### src/rtl/uart_pkg.sv
// Shared definitions for the UART transmit side: frame-config layout and
// scheduler state encodings.
package uart_pkg;

    localparam int CONF_W          = 5;
    localparam int CONF_PARITY_BIT = 0;
    localparam int CONF_STOP_LSB   = 1;
    localparam int CONF_DATA_LSB   = 3;

    typedef enum logic [1:0] {
        ST_IDLE  = 2'b00,
        ST_START = 2'b01,
        ST_WAIT  = 2'b10
    } sched_state_e;

    // Builds a frame config word {data_size, stop_size, parity_en}.
    function automatic logic [CONF_W-1:0] conf_pack(
        input logic [1:0] data_size,
        input logic [1:0] stop_size,
        input logic       parity_en
    );
        return {data_size, stop_size, parity_en};
    endfunction

endpackage

### src/rtl/rr_arbiter.sv
// Combinational round-robin arbiter: the first asserted request at or after
// ptr_i (wrapping) wins; returns a one-hot grant plus its index.
module rr_arbiter #(
    parameter int N  = 4,
    parameter int IW = 2
) (
    input  logic [N-1:0]  req_i,
    input  logic [IW-1:0] ptr_i,
    output logic [N-1:0]  grant_o,
    output logic [IW-1:0] idx_o,
    output logic          any_o
);

    logic [IW:0]   sum;
    logic [IW-1:0] cand;

    always_comb begin
        grant_o = '0;
        idx_o   = '0;
        any_o   = 1'b0;
        sum     = '0;
        cand    = '0;
        for (int i = 0; i < N; i++) begin
            sum = {1'b0, ptr_i} + (IW+1)'(i);
            if (sum >= (IW+1)'(N)) begin
                sum = sum - (IW+1)'(N);
            end
            cand = sum[IW-1:0];
            if (!any_o && req_i[cand]) begin
                any_o         = 1'b1;
                grant_o[cand] = 1'b1;
                idx_o         = cand;
            end
        end
    end

endmodule

### src/rtl/uart_tx_sched.sv
// Round-robin scheduler feeding one UART transmit engine from NUM_REQ byte
// requesters; one frame in flight at a time, bounded by a WAIT timeout.
module uart_tx_sched #(
    parameter int NUM_REQ        = 4,
    parameter int TIMEOUT_CYCLES = 65535,
    parameter int CONF_W         = 5
) (
    input  logic                       clk_i,
    input  logic                       rst_i,
    input  logic                       enable_i,
    input  logic [CONF_W-1:0]          conf_i,
    input  logic [NUM_REQ-1:0]         req_valid_i,
    input  logic [8*NUM_REQ-1:0]       req_data_i,
    output logic [NUM_REQ-1:0]         req_ready_o,
    output logic                       tx_en_o,
    output logic                       tx_start_o,
    output logic [CONF_W-1:0]          tx_conf_o,
    output logic [7:0]                 tx_data_o,
    input  logic                       tx_done_i,
    output logic                       busy_o,
    output logic [$clog2(NUM_REQ)-1:0] grant_id_o,
    output logic                       timeout_o,
    output logic [1:0]                 dbg_state_o
);

    import uart_pkg::sched_state_e;
    import uart_pkg::ST_IDLE;
    import uart_pkg::ST_START;
    import uart_pkg::ST_WAIT;

    localparam int IDW   = $clog2(NUM_REQ);
    localparam int CNT_W = $clog2(TIMEOUT_CYCLES);

    sched_state_e      state_q, state_d;
    logic [IDW-1:0]    ptr_q, ptr_d;
    logic [IDW-1:0]    grant_id_q, grant_id_d;
    logic [CNT_W-1:0]  cnt_q, cnt_d;
    logic [7:0]        data_q, data_d;
    logic [CONF_W-1:0] conf_q, conf_d;
    logic              tx_en_q;

    logic [NUM_REQ-1:0] arb_grant;
    logic [IDW-1:0]     arb_idx;
    logic               arb_any;
    logic               accept;
    logic               expire;

    rr_arbiter #(
        .N  (NUM_REQ),
        .IW (IDW)
    ) u_arb (
        .req_i   (req_valid_i),
        .ptr_i   (ptr_q),
        .grant_o (arb_grant),
        .idx_o   (arb_idx),
        .any_o   (arb_any)
    );

    // Handshake: a byte moves when req_valid_i[k] & req_ready_o[k] at a clock
    // edge. Ready is offered only in IDLE with enable_i high, to one requester,
    // and never waits on valid staying up, so a requester may withdraw freely.
    assign accept = (state_q == ST_IDLE) && enable_i && arb_any;
    assign expire = (state_q == ST_WAIT) && (cnt_q == CNT_W'(TIMEOUT_CYCLES - 1));

    always_comb begin
        state_d     = state_q;
        ptr_d       = ptr_q;
        grant_id_d  = grant_id_q;
        cnt_d       = cnt_q;
        data_d      = data_q;
        conf_d      = conf_q;
        req_ready_o = '0;
        tx_start_o  = 1'b0;
        timeout_o   = 1'b0;
        case (state_q)
            ST_IDLE: begin
                if (accept) begin
                    req_ready_o = arb_grant;
                    data_d      = req_data_i[{arb_idx, 3'b000} +: 8];
                    conf_d      = conf_i;
                    grant_id_d  = arb_idx;
                    ptr_d       = (arb_idx == IDW'(NUM_REQ - 1)) ? '0 : arb_idx + 1'b1;
                    state_d     = ST_START;
                end
            end
            ST_START: begin
                tx_start_o = 1'b1;
                cnt_d      = '0;
                state_d    = ST_WAIT;
            end
            ST_WAIT: begin
                // A done arriving on the expiry cycle still counts as success.
                if (tx_done_i) begin
                    state_d = ST_IDLE;
                end else if (expire) begin
                    timeout_o = 1'b1;
                    state_d   = ST_IDLE;
                end else begin
                    cnt_d = cnt_q + 1'b1;
                end
            end
            default: begin
                state_d = ST_IDLE;
            end
        endcase
    end

    always_ff @(posedge clk_i) begin
        if (rst_i) begin
            state_q    <= ST_IDLE;
            ptr_q      <= '0;
            grant_id_q <= '0;
            cnt_q      <= '0;
            data_q     <= '0;
            conf_q     <= '0;
            tx_en_q    <= 1'b0;
        end else begin
            state_q    <= state_d;
            ptr_q      <= ptr_d;
            grant_id_q <= grant_id_d;
            cnt_q      <= cnt_d;
            data_q     <= data_d;
            conf_q     <= conf_d;
            tx_en_q    <= enable_i;
        end
    end

    assign tx_en_o     = tx_en_q;
    assign tx_data_o   = data_q;
    assign tx_conf_o   = conf_q;
    assign grant_id_o  = grant_id_q;
    assign busy_o      = (state_q != ST_IDLE);
    assign dbg_state_o = state_q;

endmodule

### config.mk
export PLATFORM = sky130hd
export DESIGN_NAME = uart_tx_sched
export DESIGN_NICKNAME = d
export VERILOG_FILES = /design/src/rtl/uart_pkg.sv /design/src/rtl/rr_arbiter.sv /design/src/rtl/uart_tx_sched.sv
export SDC_FILE = /design/constraint.sdc
export NUM_CORES = 1
export LEC_CHECK = 0
export ABC_AREA = 1
export CORE_ASPECT_RATIO = 1.2
export CORE_MARGIN = 8
export CORE_UTILIZATION = 25
export CTS_CLUSTER_SIZE = 40
export DETAILED_ROUTE_END_ITERATION = 8
export HOLD_SLACK_MARGIN = 0.1
export PLACE_DENSITY = 0.58
export SLEW_MARGIN = 20
export SYNTH_ARGS = -nofsm -noshare
export SYNTH_HDL_FRONTEND = slang
export SYNTH_HIERARCHICAL = 1
export SYNTH_SLANG_ARGS = --single-unit
### constraint.sdc
create_clock -name clk_i -period 8.55 [get_ports clk_i]
set_clock_uncertainty 0.1 [all_clocks]
set_input_delay 1.2825 -clock clk_i [delete_from_list [all_inputs] [get_ports clk_i]]
set_output_delay 1.2825 -clock clk_i [all_outputs]
set_load 0.02 [all_outputs]
==> flow_summary.ini, run 1 <==
[outcome]
status = complete, no violations

[setup_path]
cp.arrival_ps = 3420
critPathCapture = req_ready_o[3]
critical_path_depth = 11
worst_setup_path_end_kind = primary output
critPathTopFamily = buffers and inverters
crit_type = in2out
cp_slowest_cell = clkdlybuf4s50_1
worstSetupStartpoint = req_valid_i[3]
start_kind = input port
worstPathCellList = clkdlybuf4s50_1 -> inv_1 -> nand2_1 -> nand3_4 -> nand2_4 -> nor2_4 -> nand4_1 -> nand3_1 -> buf_4 -> nor2_1 -> clkdlybuf4s50_1
reg2reg_from = ptr_q[1]
rr_endpoint = tx_data_o[1]
r2r_cells = 13
critPathBufInv = 4
path_common_cell = clkdlybuf4s50_1
worst_ep_required_time_ps = 7170
r2r_slack_ps = 4980
cp_slowest_stage_delay_ps = 540
critPathMaxFanout = 20

[clocking]
cts-buffers-inserted = 5
cts_setup_buffers = 0
post_cts_resized = 0
cts_root_buffer = clkbuf_16
ctsLongestPathBuffers = 2
cts_tree = built
htreeDepth = 2
clock_latency_ps = 280
postCtsHoldBufs = 0
path_clk_slew_ps = 60
cts_sinks = 36

[yosys]
synth_top_family_by_area = simple AND/OR/NAND/NOR gates
seq_area_frac_synth_pct = 30.4
synthAdderAreaFrac_pct = 4.22
synthMuxAreaShare_pct = 0
synth_warnings = 6
synth-xor-area-share_pct = 0.369
synthSimpleGateAreaFrac_pct = 38.7
yosysUniqueCellTypes = 28
syn_area_um2 = 2370
synthCells = 376
syn_avg_cell_area_um2 = 6.31
synth_compound_area_share_pct = 16.6
synth_fp_nets = 429
ys_seq_elements = 36

[drt]
viasPerCell = 4.59
met3_length_um = 358
top_layer_used = met4
dr_total_vias = 2594
drc = 0
drtIter0Drc = 92
ant_nets = 0
wl_met1_um = 3090
wl_per_cell_um = 12.6
finalWirelength_um = 7120
met2_length_um = 3570
dr.pass1.iters = 4

[timing]
hold_viol = 0
slew_violations = 0
period_share_pct = 56.2
rsz0062_at_grt = false
timing.hold.ws_ps = 367
max-slew-margin-rel_pct = 55.0
setup_ws_ps = 3750
tightest_slew_ps = 673
period_minus_slack_ps = 4800
finalSetupViolCount = 0
fmax_mhz = 208
fin_tns_setup_ps = 0

[power_and_ir_drop]
power_leakage_nw = 1.27
ir_worst_vdd_mv = 0.149
power_density_nw_per_um2 = 296

[floorplanning]
io_pins = 70
die_w_um = 105
die_y_um = 123
die_area_um2 = 12900
num_rows = 39
fp.coreArea_um2 = 9370
start_util_pct = 25.3

[cells_and_area]
final_cell_mix = nand2_1, clkdlybuf4s50_1, nor2_1
layout.cells.non_filler = 565
layout_commonest_cell = nand2_1
nFillCells = 1057
drive_gt1_share_pct = 6.79
area_growth_pct = 39.6
nets = 494
diodes = 0

[flow_run]
drv_cap = 0

[placement]
io_buffers = 69
gp_congestion = 0.881
dp.cells = 557
dp_slack_ps = 3750
place_hpwl_um = 5700

[hold_path]
hold_class = reg2reg

[global_routing]
grt_pass1_wl_um = 12200
grt_max_degree = 28
grt_usage_pct = 11.4
antenna_found_initial = 0
overflow = 0
grt_pass1_vias = 2503
[per-stage QoR]
| step | total power [mW] | util (%) | cell area [µm²] |
|---|---|---|---|
| final | 0.980 | 35.4 | 3310 |
| after CTS | 0.993 | 35.4 | 3310 |
| after floorplan | 0.626 | - | 2370 |
| after detailed placement | 0.804 | 33.8 | 3170 |
| after global placement | 0.800 | 33.8 | 3170 |
| after global routing | 1.07 | 35.4 | 3310 |
[power breakdown]
group	leakage [nW]	switching [mW]	internal, mW
clock network	0.0702	0.0737	0.108
registers	0.294	0.0256	0.194
logic	0.908	0.371	0.206
[synthesized netlist by cell type, drive strengths merged]
master | count | area, µm²
a211oi | 2 | 15.0
a21boi | 5 | 37.5
a21oi | 29 | 145
buf | 3 | 27.5
clkbuf | 10 | 37.5
dfxtp | 36 | 721
ha | 8 | 100
inv | 44 | 165
nand2 | 83 | 352
nand3 | 37 | 203
nand4 | 10 | 62.6
nor2 | 66 | 265
nor3 | 5 | 25.0
nor4 | 1 | 6.26
o21ai | 27 | 146
o22ai | 8 | 50.1
or2 | 1 | 6.26
xor2 | 1 | 8.76
[routing by layer]
layer  track usage [%]  up-vias
met4              3.22        0
met5                 0        -
met3              3.10        9
met1              13.0     1158
li1                  -     1365
met2              20.3       62
[cells by family after synthesis]
family	Yosys count
AO/OA/AOI/OAI	71
XOR/XNOR	1
adder cells (fa/ha/maj)	8
buffers and inverters	57
flip-flops	36
AND/OR/NAND/NOR	203
[worst min-delay path by stage]
stage / startpoint / to / slack, ps / cells after the start
after floorplan: cnt_q[15] / cnt_q[15] / 340 / 2
after global placement: cnt_q[15] / cnt_q[15] / 350 / 2
after detailed placement: cnt_q[15] / cnt_q[15] / 360 / 2
after CTS: cnt_q[15] / cnt_q[15] / 370 / 2
after global routing: tx_conf_o[4] / tx_conf_o[4] / 400 / 2
final: cnt_q[15] / cnt_q[15] / 370 / 2
[flip-flops by register name, summed over array words and instances (netlist names)]
signal	count
ptr_q	2
dbg_state_o	2
cnt_q	16
tx_conf_o	5
grant_id_o	2
tx_data_o	8
tx_en_o	1
[area by class of cell]
type	instances	area (µm²)	share of cell area, %
Clock inverter	3	21.3	0.642
Inverter	44	165	4.98
Sequential cell	36	721	21.7
Multi-Input combinational cell	283	1420	42.9
Clock buffer	5	125	3.78
Tap cell	123	154	4.64
Timing Repair Buffer	71	706	21.3
[worst register-to-register path, stage by stage (launching register included)]
cell and delay, ps:
dfxtp_1 530, inv_1 200, ha_1 410, inv_1 100, nand3_1 90, nand2_1 50
nor2_1 300, a21oi_1 120, nand3_1 530, inv_1 440, o21ai_0 270, o22ai_1 120
o21ai_0 150, inv_1 50
Power figures use the tool's default switching activity.
==> inputs of run 2 (changes only) <==
- PLACE_DENSITY: 0.58 -> 0.59
- clock period: 8.55 -> 3.9 ns (I/O delays scaled with it)
==> flow_summary.ini, run 2 (same netlist as run 1, synthesis figures left out) <==
[cells_and_area]
drive_gt1_share_pct = 7.21
final_cell_mix = nand2_1, clkdlybuf4s50_1, nor2_1
regMostFlops = cnt_q
area_growth_pct = 40.5
fin_util_pct = 35.6
layout_commonest_cell = nand2_1
nets = 496
largest_register_ffs = 16
nFillCells = 1018
diodes = 0

[floorplanning]
die_area_um2 = 12900
num_rows = 39
start_util_pct = 25.3
fp.coreArea_um2 = 9370
die_y_um = 123
die_w_um = 105
io_pins = 70

[timing]
fin_tns_setup_ps = 0
rsz0062_at_grt = false
fmax_mhz = 274
max-slew-margin-rel_pct = 59.9
hold_viol = 0
finalSetupViolCount = 0
tightest_slew_ps = 601
period_share_pct = 93.4
slew_violations = 0
period_minus_slack_ps = 3640

[power_and_ir_drop]
p_switching_mw = 1.03
pwr-share-clk_pct = 18.9
p_seq_share_pct = 21.5
power_frac_comb_pct = 59.6
power_leakage_nw = 1.29
switching_share_pct = 47.2
ir_worst_vdd_mv = 0.343
power_density_nw_per_um2 = 655
p_int_mw = 1.15

[setup_path]
path_common_cell = inv_1
worst_ep_required_time_ps = 3210
worstPathCellList = inv_1 -> ha_1 -> inv_1 -> nand3_1 -> nand2_1 -> nor2_1 -> a21oi_1 -> nand3_1 -> inv_1 -> nor2_1 -> clkdlybuf4s50_1
critPathTopFamily = buffers and inverters
cp_slowest_stage_delay_ps = 620
start_kind = flip-flop
critPathMaxFanout = 7
critPathBufInv = 4
cp.arrival_ps = 2960
worst_setup_path_end_kind = primary output
r2r_slack_ps = 760
r2r_cells = 14
cp_slowest_cell = clkdlybuf4s50_1
rr_endpoint = tx_data_o[6]
crit_type = reg2out
reg2reg_from = ptr_q[1]

[placement]
io_buffers = 69
place_hpwl_um = 5770
gp_congestion = 0.834

[drt]
wl_per_cell_um = 12.6
drc = 0
met3_length_um = 496
wl_met1_um = 3010
viasPerCell = 4.51
top_layer_used = met4
dr_total_vias = 2558
met2_length_um = 3580
dr.pass1.iters = 6
ant_nets = 0
finalWirelength_um = 7170
drtIter0Drc = 96

[clocking]
cts_sinks = 36
postCtsHoldBufs = 0
path_clk_slew_ps = 60
cts-buffers-inserted = 5
cts_tree = built
clock_latency_ps = 280
cts_setup_buffers = 0
cts_root_buffer = clkbuf_16
ctsLongestPathBuffers = 2
post_cts_resized = 0
htreeDepth = 2

[hold_path]
hold_class = reg2reg
worstHoldStart = tx_conf_o[2]
hold_path_end = tx_conf_o[2]
holdPathStages = 2

[global_routing]
grt_pass1_vias = 2396
antenna_found_initial = 0
grt_usage_pct = 11.0
grt_pass1_wl_um = 11600
overflow = 0
grt_max_degree = 28

[outcome]
status = complete, no violations

[flow_run]
drv_cap = 0
-- run 2: cell types whose count changed in the layout (fill, tap and decap cells not counted), sizes merged --
cell	delta
clkinvlp	-1
buf	+2
clkbuf	+1
-- run 2: power groups by stage --
stage	combinational, mW	clock, mW	sequential (mW)
finish	1.30	0.413	0.470
global route	1.46	0.443	0.478
CTS	1.32	0.429	0.471
detailed placement	1.31	0	0.479
floorplan	0.838	0	0.533
global placement	1.31	0	0.478
-- run 2: worst max-delay path by stage --
| stage | cells past startpoint | start | slack [ps] | endpoint |
|---|---|---|---|---|
| floorplan | 12 | ptr_q[0] | 980 | req_ready_o[0] |
| global placement | 10 | req_valid_i[3] | 580 | req_ready_o[0] |
| detailed placement | 10 | req_valid_i[3] | 560 | req_ready_o[0] |
| CTS | 11 | ptr_q[1] | 290 | req_ready_o[2] |
| global route | 11 | ptr_q[1] | 60 | req_ready_o[2] |
| finish | 11 | ptr_q[1] | 260 | req_ready_o[2] |
-- run 2: through the flow --
step / hold slack [ps] / cell area (µm²) / std cells / setup WS (ps) / total power [mW]
global placement: 347 / 3180 / 559 / 584 / 1.78
CTS: 370 / 3340 / 567 / 285 / 2.22
global route: 393 / 3340 / 567 / 57.4 / 2.38
finish: 367 / 3340 / 567 / 256 / 2.18
detailed placement: 360 / 3180 / 559 / 556 / 1.79
floorplan: 339 / 2370 / 376 / 979 / 1.37
-- run 2: routing by layer --
metal  global-route usage [%]  vias up
met5                        0        -
met4                     2.68        0
met3                     4.10       11
met2                     19.8       74
met1                     11.9     1112
li1                         -     1361
-- run 2: layout make-up --
cell class | instances | area [µm²] | share of cell area, %
clock buffers | 6 | 139 | 4.16
clock inverters | 2 | 13.8 | 0.413
inverters | 44 | 165 | 4.95
multi-input cells | 283 | 1420 | 42.6
flip-flops and latches | 36 | 721 | 21.6
well taps | 123 | 154 | 4.61
repair buffers | 73 | 721 | 21.6
-- run 2: tightest hold or removal path, delay by kind of cell (launching register included) --
kind / cells / cell delay, ps
flip-flops: 1 / 310
AND/OR/NAND/NOR: 1 / 60
AO/OA/AOI/OAI: 1 / 50
